<file path="config.mk">
export PLATFORM = sky130hd
export DESIGN_NAME = tower_slot_mgr
export DESIGN_NICKNAME = d
export VERILOG_FILES = /design/src/rtl/tower_slot_mgr.sv
export SDC_FILE = /design/constraint.sdc
export NUM_CORES = 1
export LEC_CHECK = 0
export ABC_AREA = 1
export BUFFER_PORTS_ARGS = -buffer_cell sky130_fd_sc_hd__buf_2
export CAP_MARGIN = 5
export CORE_AREA = 4 4 253 255
export DETAILED_ROUTE_END_ITERATION = 6
export DIE_AREA = 0 0 257 259
export GPL_TIMING_DRIVEN = 0
export PLACE_DENSITY = 0.43
export SLEW_MARGIN = 5
export SYNTH_ARGS = -nofsm -noshare
export SYNTH_HDL_FRONTEND = slang
export SYNTH_SLANG_ARGS = --single-unit
</file>
<file path="constraint.sdc">
create_clock -name Clk -period 4.85 [get_ports Clk]
set_input_delay 0.2425 -clock Clk [delete_from_list [all_inputs] [get_ports Clk]]
set_output_delay 0.2425 -clock Clk [all_outputs]
set_load 0.01 [all_outputs]
</file>
<file path="src/rtl/tower_slot_mgr.sv">
// Tower slot manager: build/sell/upgrade command FSM with per-slot tower state and a
// registered draw selector. Optional upgrade support is enabled by defining TOWER_UPGRADE_EN.
module tower_slot_mgr #(
    parameter int NUM_SLOTS    = 8,
    parameter int TYPE_W       = 3,
    parameter int OFS_W        = 32,
    parameter int BUILD_CYCLES = 4,
    localparam int LOC_W       = $clog2(NUM_SLOTS)
) (
    input  logic                          Clk,
    input  logic                          Reset,
    input  logic                          cmd_valid,
    output logic                          cmd_ready,
    input  logic [1:0]                    cmd_op,
    input  logic [LOC_W-1:0]              cmd_loc,
    input  logic [TYPE_W-1:0]             cmd_type,
    input  logic [NUM_SLOTS-1:0]          print_array,
    input  logic [NUM_SLOTS*OFS_W-1:0]    offsetx_array,
    input  logic [NUM_SLOTS*OFS_W-1:0]    offsety_array,
    output logic [NUM_SLOTS-1:0]          occupied,
    output logic [NUM_SLOTS-1:0]          toi_enable_array,
    output logic [NUM_SLOTS-1:0]          toi_sell_array,
    output logic [NUM_SLOTS*TYPE_W-1:0]   toi_type_array,
    output logic                          cmd_err,
    output logic                          print_valid,
    output logic [TYPE_W-1:0]             print_type,
    output logic signed [OFS_W-1:0]       offset_towerx,
    output logic signed [OFS_W-1:0]       offset_towery
`ifdef TOWER_UPGRADE_EN
    ,
    output logic [NUM_SLOTS*2-1:0]        toi_level_array
`endif
);

    localparam int CNT_W = (BUILD_CYCLES > 1) ? $clog2(BUILD_CYCLES) : 1;
    localparam logic [LOC_W:0] SLOT_LIM = (LOC_W+1)'(NUM_SLOTS);

    typedef enum logic [1:0] {
        S_IDLE  = 2'd0,
        S_BUILD = 2'd1,
        S_DONE  = 2'd2
    } state_t;

    state_t              state, state_nxt;
    logic [CNT_W-1:0]    cnt;
    logic [LOC_W-1:0]    bld_loc;
    logic [TYPE_W-1:0]   bld_type;

    logic                accept;
    logic                loc_ok;
    logic                occ_at;
    logic                do_build, do_sell, do_upg, do_err;
`ifdef TOWER_UPGRADE_EN
    logic [1:0]          level_at;
`endif

    logic                hit_p0;
    logic [LOC_W-1:0]    sel_p0;

    // Command decode and FSM next-state
    always_comb begin
        state_nxt = state;
        cmd_ready = (state == S_IDLE);
        accept    = cmd_valid && cmd_ready;
        loc_ok    = ({1'b0, cmd_loc} < SLOT_LIM);
        occ_at    = loc_ok ? occupied[cmd_loc] : 1'b0;
        do_build  = 1'b0;
        do_sell   = 1'b0;
        do_upg    = 1'b0;
        do_err    = 1'b0;
`ifdef TOWER_UPGRADE_EN
        level_at  = loc_ok ? toi_level_array[int'(cmd_loc)*2 +: 2] : 2'd0;
`endif
        if (accept) begin
            case (cmd_op)
                2'b01: begin
                    if (loc_ok && !occ_at && (cmd_type != '0)) do_build = 1'b1;
                    else                                        do_err   = 1'b1;
                end
                2'b10: begin
                    if (loc_ok && occ_at) do_sell = 1'b1;
                    else                  do_err  = 1'b1;
                end
                2'b11: begin
`ifdef TOWER_UPGRADE_EN
                    if (loc_ok && occ_at && (level_at != 2'd3)) do_upg = 1'b1;
                    else                                         do_err = 1'b1;
`else
                    do_err = 1'b1;
`endif
                end
                default: ;
            endcase
        end

        case (state)
            S_IDLE:  if (do_build) state_nxt = S_BUILD;
            S_BUILD: if (cnt == '0) state_nxt = S_DONE;
            S_DONE:  state_nxt = S_IDLE;
            default: state_nxt = S_IDLE;
        endcase
    end

    // Slot state and command side effects
    always_ff @(posedge Clk or posedge Reset) begin
        if (Reset) begin
            state            <= S_IDLE;
            cnt              <= '0;
            bld_loc          <= '0;
            bld_type         <= '0;
            occupied         <= '0;
            toi_enable_array <= '0;
            toi_sell_array   <= '0;
            toi_type_array   <= '0;
            cmd_err          <= 1'b0;
`ifdef TOWER_UPGRADE_EN
            toi_level_array  <= '0;
`endif
        end else begin
            state            <= state_nxt;
            cmd_err          <= do_err;
            toi_enable_array <= '0;
            toi_sell_array   <= '0;

            case (state)
                S_IDLE: begin
                    if (do_build) begin
                        bld_loc  <= cmd_loc;
                        bld_type <= cmd_type;
                        cnt      <= CNT_W'(BUILD_CYCLES - 1);
                    end
                    if (do_sell) begin
                        occupied[cmd_loc]                          <= 1'b0;
                        toi_type_array[int'(cmd_loc)*TYPE_W +: TYPE_W] <= '0;
                        toi_sell_array[cmd_loc]                    <= 1'b1;
`ifdef TOWER_UPGRADE_EN
                        toi_level_array[int'(cmd_loc)*2 +: 2]      <= 2'd0;
`endif
                    end
`ifdef TOWER_UPGRADE_EN
                    if (do_upg) toi_level_array[int'(cmd_loc)*2 +: 2] <= level_at + 2'd1;
`endif
                end
                S_BUILD: if (cnt != '0) cnt <= cnt - 1'b1;
                S_DONE: begin
                    occupied[bld_loc]                              <= 1'b1;
                    toi_type_array[int'(bld_loc)*TYPE_W +: TYPE_W] <= bld_type;
                    toi_enable_array[bld_loc]                      <= 1'b1;
                end
                default: ;
            endcase
        end
    end

    // Draw select p0: lowest-index requested slot that holds a tower
    always_comb begin
        hit_p0 = 1'b0;
        sel_p0 = '0;
        for (int i = NUM_SLOTS - 1; i >= 0; i--) begin
            if (print_array[i] && occupied[i]) begin
                hit_p0 = 1'b1;
                sel_p0 = LOC_W'(i);
            end
        end
    end

    // Draw select p1: registered outputs
    always_ff @(posedge Clk or posedge Reset) begin
        if (Reset) begin
            print_valid   <= 1'b0;
            print_type    <= '0;
            offset_towerx <= '0;
            offset_towery <= '0;
        end else begin
            print_valid   <= hit_p0;
            print_type    <= hit_p0 ? toi_type_array[int'(sel_p0)*TYPE_W +: TYPE_W] : '0;
            offset_towerx <= hit_p0 ? offsetx_array[int'(sel_p0)*OFS_W +: OFS_W] : '0;
            offset_towery <= hit_p0 ? offsety_array[int'(sel_p0)*OFS_W +: OFS_W] : '0;
        end
    end

    // do_upg is only consumed when upgrades are built in
    logic unused_ok;
    assign unused_ok = do_upg;

endmodule

</file>
# Word level (Yosys, flattened, before mapping)
# Cells that the tools add are included.
# totals
word_cells	115
inputBits	531
output_inout_bits	118
regBits	127
# op_classes
n_mul	3
shift	7
n_reduce_logical	23
magnitude_cmp	4
n_eq_ne	9
bitwise_logic	3
add_sub_neg	3
muxes	50
# ops
operator	n
$shiftx 256x9->32	2
$neg 5->33	2
$shift 3x33->24 const A	2
$mux 32	2
$bwmux 24	2
$pmux 24 s2	1
$shiftx 3x33->24	1
$shiftx 3x33->24 const A	1
$mux 8	4
$mux 3	9
$mux 24	1
$shiftx 24x6->3	1
$mux 1	20
$pmux 8 s2	1
$mul 3x2->5 const B	3
$logic_and 1x1->1	12
$and 8x8->8	1
$lt 3x4->1 const B	2
$mux 2	4
$not 8->8	1
$or 8x8->8	1
$pmux 2 s2	2
$demux 1 s3	2
$eq 2x2->1 const B	3
13 further kinds	22

# Depth between registers and ports, before layout
# logic_depth
ltp_word	12
ltp_mapped	16
depth_no_buf	15

# Least setup slack after synthesis
# OpenSTA, ideal clock, no wires.
# synth_path
kind	register to register
startpoint	register bld_loc[0]
endpoint	register toi_type_array[0]
period_less_slack_ns	1.754
arrival_time_ns	1.637
stages_incl_launch_ff	9
setup_slack_ns	3.096
required_time_ns	4.733
setup_ns	0.117
n_path_buf	0
path_cell_list	dfrtp_1 -> inv_1 -> ha_1 -> xor2_1 -> inv_1 -> nor3_1 -> o211ai_1 -> nand2_1 -> nand2_1
# synth_between
elab_chain_cells	5
elab_cells_between_ends	6
classes_between	add/sub (1); mul (1); shift (2); mux (2)
# synth_rtl
element	line	source
from (decl)	46	logic [LOC_W-1:0] bld_loc;
from (signal assigned)	128	bld_loc <= cmd_loc;
$mul 3x2->5 (*)	147	toi_type_array[int'(bld_loc)*TYPE_W +: TYPE_W] <= bld_type;
$neg 5->33 (*)	147	
$shiftx 3x33->24 or $shift 3x33->24 (tied branches)	147	
$bwmux 24 (*)	147	
$pmux 24 s2 (*)	125	case (state)
to (signal, indexed assignment)	147	
to (decl)	23	output logic [NUM_SLOTS*TYPE_W-1:0] toi_type_array,
# Every way passes the cells marked *; elsewhere a longest branch is shown, timed or not.
# A chain may end at the register's enable or synchronous reset.

# Worst setup path after layout
# layout_path
startpoint	register occupied[0]
endpoint	register offset_towerx[5]
# layout_between
elab_chain_cells	4
elab_cells_between_ends	5
classes_between	shift (1); mux (3); reduce/logical (1)
# layout_rtl
element	line	source
from (decl)	20	output logic [NUM_SLOTS-1:0] occupied,
from (signal assigned)	111	occupied <= '0;
from (signal, indexed assignment)	133	occupied[cmd_loc] <= 1'b0;
from (signal, indexed assignment)	146	occupied[bld_loc] <= 1'b1;
$logic_and 1x1->1 (*)	160	if (print_array[i] && occupied[i]) begin
$mux 3	160	
$shiftx 256x9->32	177	offset_towerx <= hit_p0 ? offsetx_array[int'(sel_p0)*OFS_W +: OFS_W] : '0;
$mux 32 (*)	177	
to (signal assigned)	177	
to (decl)	27	output logic signed [OFS_W-1:0] offset_towerx,
# Marked as above.

==> out/metrics.yaml <==
routing:
  dr_wl_met3_um: 4620
  first_pass_iters: 6
  routed_wl_um: 71900
  vias: 14200
  drtIter0Drc: 1474
  drtAntennaViolNets: 0
  wire_per_inst_um: 23.5
  highest_layer: "met5"
  dr_wl_met2_um: 35900
  wl_met1_um: 30000
  remaining_drc_errors: 0
  vias_per_cell: 4.63
cells_and_area:
  regArea_sq_um: 3180
  layout.nets: 2744
  finalNonFillerCells: 3063
  areaGrowthSynthToFinish_pct: 51.4
  drive_above_1_share: 0.346
  fill_cells: 7163
  post-route-cell-area_sq_um: 14600
  multi_input_area_sq_um: 5700
critical_path:
  crit_required_ns: 5.23
  path_max_fanout: 10
  start_kind: "register"
  critical_path_class: "reg2reg"
  cp.arrival_ns: 3.64
  r2r_setup_slack_ns: 1.59
  crit_path_end_kind: "register"
clock_tree:
  post_cts_buffers: 0
  clkTransAtPathRegs_ns: 0.07
  root_buffer: "clkbuf_16"
  hold_buffers: 2
  ctsResizeCount: 0
  clock_latency_ns: 0.49
  cts_sinks: 127
  cts_buffers: 17
  cts_tree: "built"
  cts_buffer_depth: 2
  htreeDepth: 4
power_and_ir_drop:
  leakagePower_nw: 7.81
  p_total_mw: 7.96
  power.density_nw_per_um2: 544
  vdd_drop_max_v: 0.000239
global_routing:
  grt_max_degree: 77
  grt_pass1_vias: 14300
  overflow: 0
  grt_use_total: 0.206
  grt_pass1_wl_um: 100000
  antenna_found_initial: 15
floorplanning:
  rows: 91
  die_w_um: 257
  initial_core_util: 0.157
  die_h_um: 259
  io_pins: 649
  dieArea_sq_um: 66600
  core_area_sq_um: 61600
run:
  max-cap-violations: 0
timing:
  period_minus_slack_ns: 3.26
  slew_headroom: 0.154
  rsz0062_at_grt: "false"
  setup_tns_ns: 0
  setup_violations: 0
  hold-worst-slack_ns: 0.0486
  hold_viol: 0
  fin_crit_sh: 0.672
  clock.fmax_ghz: 0.307
  worst_slew_pin_slew_ns: 1.27
  finalMaxSlewViolations: 0
  clock_skew_ns: 0.0177
synthesis:
  synth_cell_types: 32
  ys_ff_latch: 127
  ys_seq_area_frac: 0.329
  synth_top_family_by_area: "simple AND/OR/NAND/NOR gates"
  netlist_area_sq_um: 9660
  syn_nets: 2075
  yosys.area_share.simple: 0.547
  netlist_instances: 1536
  synth_adder_area_share: 0.0104
  synth_compound_area_frac: 0.0312
  avgSynthCellArea_sq_um: 6.29
  ys_warn_count: 0
  synth_mux_area_frac: 0
  synthXorXnorAreaFrac: 0.00181
hold_path:
  hold_class: "in2reg"
place:
  dpl.hpwl_um: 58800
  port_buffers: 647
  postPlaceCellArea_sq_um: 14000
  place_inst: 3021
  gp_congestion: 0.955
status:
  status: "finished clean"
## where the power goes
group / total (mW) / internal, mW / switching [mW]
Clock: 1.42 / 0.786 / 0.629
Sequential: 1.78 / 1.48 / 0.304
Combinational: 4.77 / 1.43 / 3.33
Total: 7.96 / 3.70 / 4.27
## worst paths after layout
| check | startpoint | endpoint | cells past startpoint |
|---|---|---|---|
| min in group asynchronous | Reset | offset_towery[14]$_DFF_PP0_ | 3 |
| worst min-delay path | cmd_type[2] | bld_type[2]$_DFFE_PP0P_ | 3 |
| worst max-delay path | occupied[0]$_DFFE_PP0P_ | offset_towerx[5]$_DFF_PP0_ | 8 |
| max in group asynchronous | Reset | offset_towerx[10]$_DFF_PP0_ | 4 |
| worst min register to register | toi_type_array[1]$_DFFE_PP0P_ | toi_type_array[1]$_DFFE_PP0P_ | 2 |
| worst max register to register | occupied[0]$_DFFE_PP0P_ | offset_towerx[5]$_DFF_PP0_ | 8 |
## critical path: stages, from the launching register on
cell     delay [ns]
dfrtp_1        0.46
nand2_2        0.33
nand2_1        0.18
a21oi_4        0.59
buf_2          0.52
buf_2          0.38
nand3_1        0.41
nand3_1        0.18
nand2_1        0.06
## synth_stat cells
library cell / instances / area [sq um]
inv_2: 5 / 18.8
clkbuf_1: 53 / 199
a31oi_1: 1 / 6.26
nor3b_1: 1 / 7.51
buf_1: 10 / 37.5
or2_2: 1 / 6.26
nand2_1: 442 / 1660
nor2_2: 1 / 6.26
nand2_2: 5 / 31.3
a21oi_4: 1 / 16.3
o31ai_1: 1 / 7.51
clkinv_1: 1 / 3.75
ha_1: 8 / 100
nor2_1: 30 / 113
o211ai_1: 5 / 37.5
buf_4: 8 / 60.1
nand4_1: 1 / 6.26
inv_1: 36 / 135
nor4_1: 1 / 6.26
o21ai_1: 10 / 50.1
dfrtp_1: 127 / 3180
buf_2: 64 / 320
o21ai_2: 1 / 8.76
o21ai_0: 21 / 105
inv_4: 1 / 6.26
xnor2_1: 1 / 8.76
nor3_1: 1 / 5.00
a21oi_1: 1 / 5.00
o22ai_1: 9 / 56.3
nand3_1: 687 / 3440
o2111ai_1: 1 / 8.76
xor2_1: 1 / 8.76
## layout by cell type (no fill, tap or decap), types with 2 or more instances in the layout
master	count
buf_4	8
o211ai_1	5
inv_8	3
dlygate4sd3_1	2
nor2_1	30
nand2_1	442
nand2_2	5
ha_1	8
bufinv_16	2
o22ai_1	9
buf_1	10
dfrtp_1	127
clkinvlp_4	2
clkinv_4	2
diode_2	8
nand3_1	687
o21ai_0	21
inv_6	6
buf_2	711
clkbuf_16	17
clkbuf_1	53
inv_1	35
o21ai_1	10
inv_2	5
## per-stage QoR
step,setup WS (ns),util
floorplan,1.22,-
global placement,-1.20,0.226
detailed placement,1.49,0.227
CTS,1.49,0.237
global route,1.37,0.237
finish,1.59,0.237
## cell families (layout without fill, tap and decap cells)
kind of cell / count (synthesis) / in the layout
DFF: 127 / 127
and+or+nand+nor: 1170 / 1170
AOI/OAI and AO/OA: 51 / 51
other: 0 / 8
buffers and inverters: 178 / 860
adders and majority gates: 8 / 8
xor gates and xnor gates: 2 / 2
## sequential cells by signal, indices dropped and copies added (netlist names), 8 cells and up
register / count
toi_sell_array: 8
toi_enable_array: 8
offset_towery: 32
offset_towerx: 32
occupied: 8
toi_type_array: 24
## routing by layer
layer | track usage | vias up
met1 | 0.255 | 6792
met2 | 0.363 | 691
li1 | - | 6592
met4 | 0.0547 | 4
met5 | 0 | -
met3 | 0.0456 | 88
## layout make-up
| class | count | share of cell area |
|---|---|---|
| clock buffer | 18 | 0.0300 |
| timing repair buffer | 650 | 0.225 |
| tap | 837 | 0.0716 |
| sequential | 127 | 0.217 |
| clock inverter | 14 | 0.0115 |
| buffer | 135 | 0.0422 |
| antenna | 8 | 0.00137 |
| inverter | 43 | 0.0117 |
| multi-input combinational | 1231 | 0.390 |
Note: power is estimated with default switching activity, not from simulation.
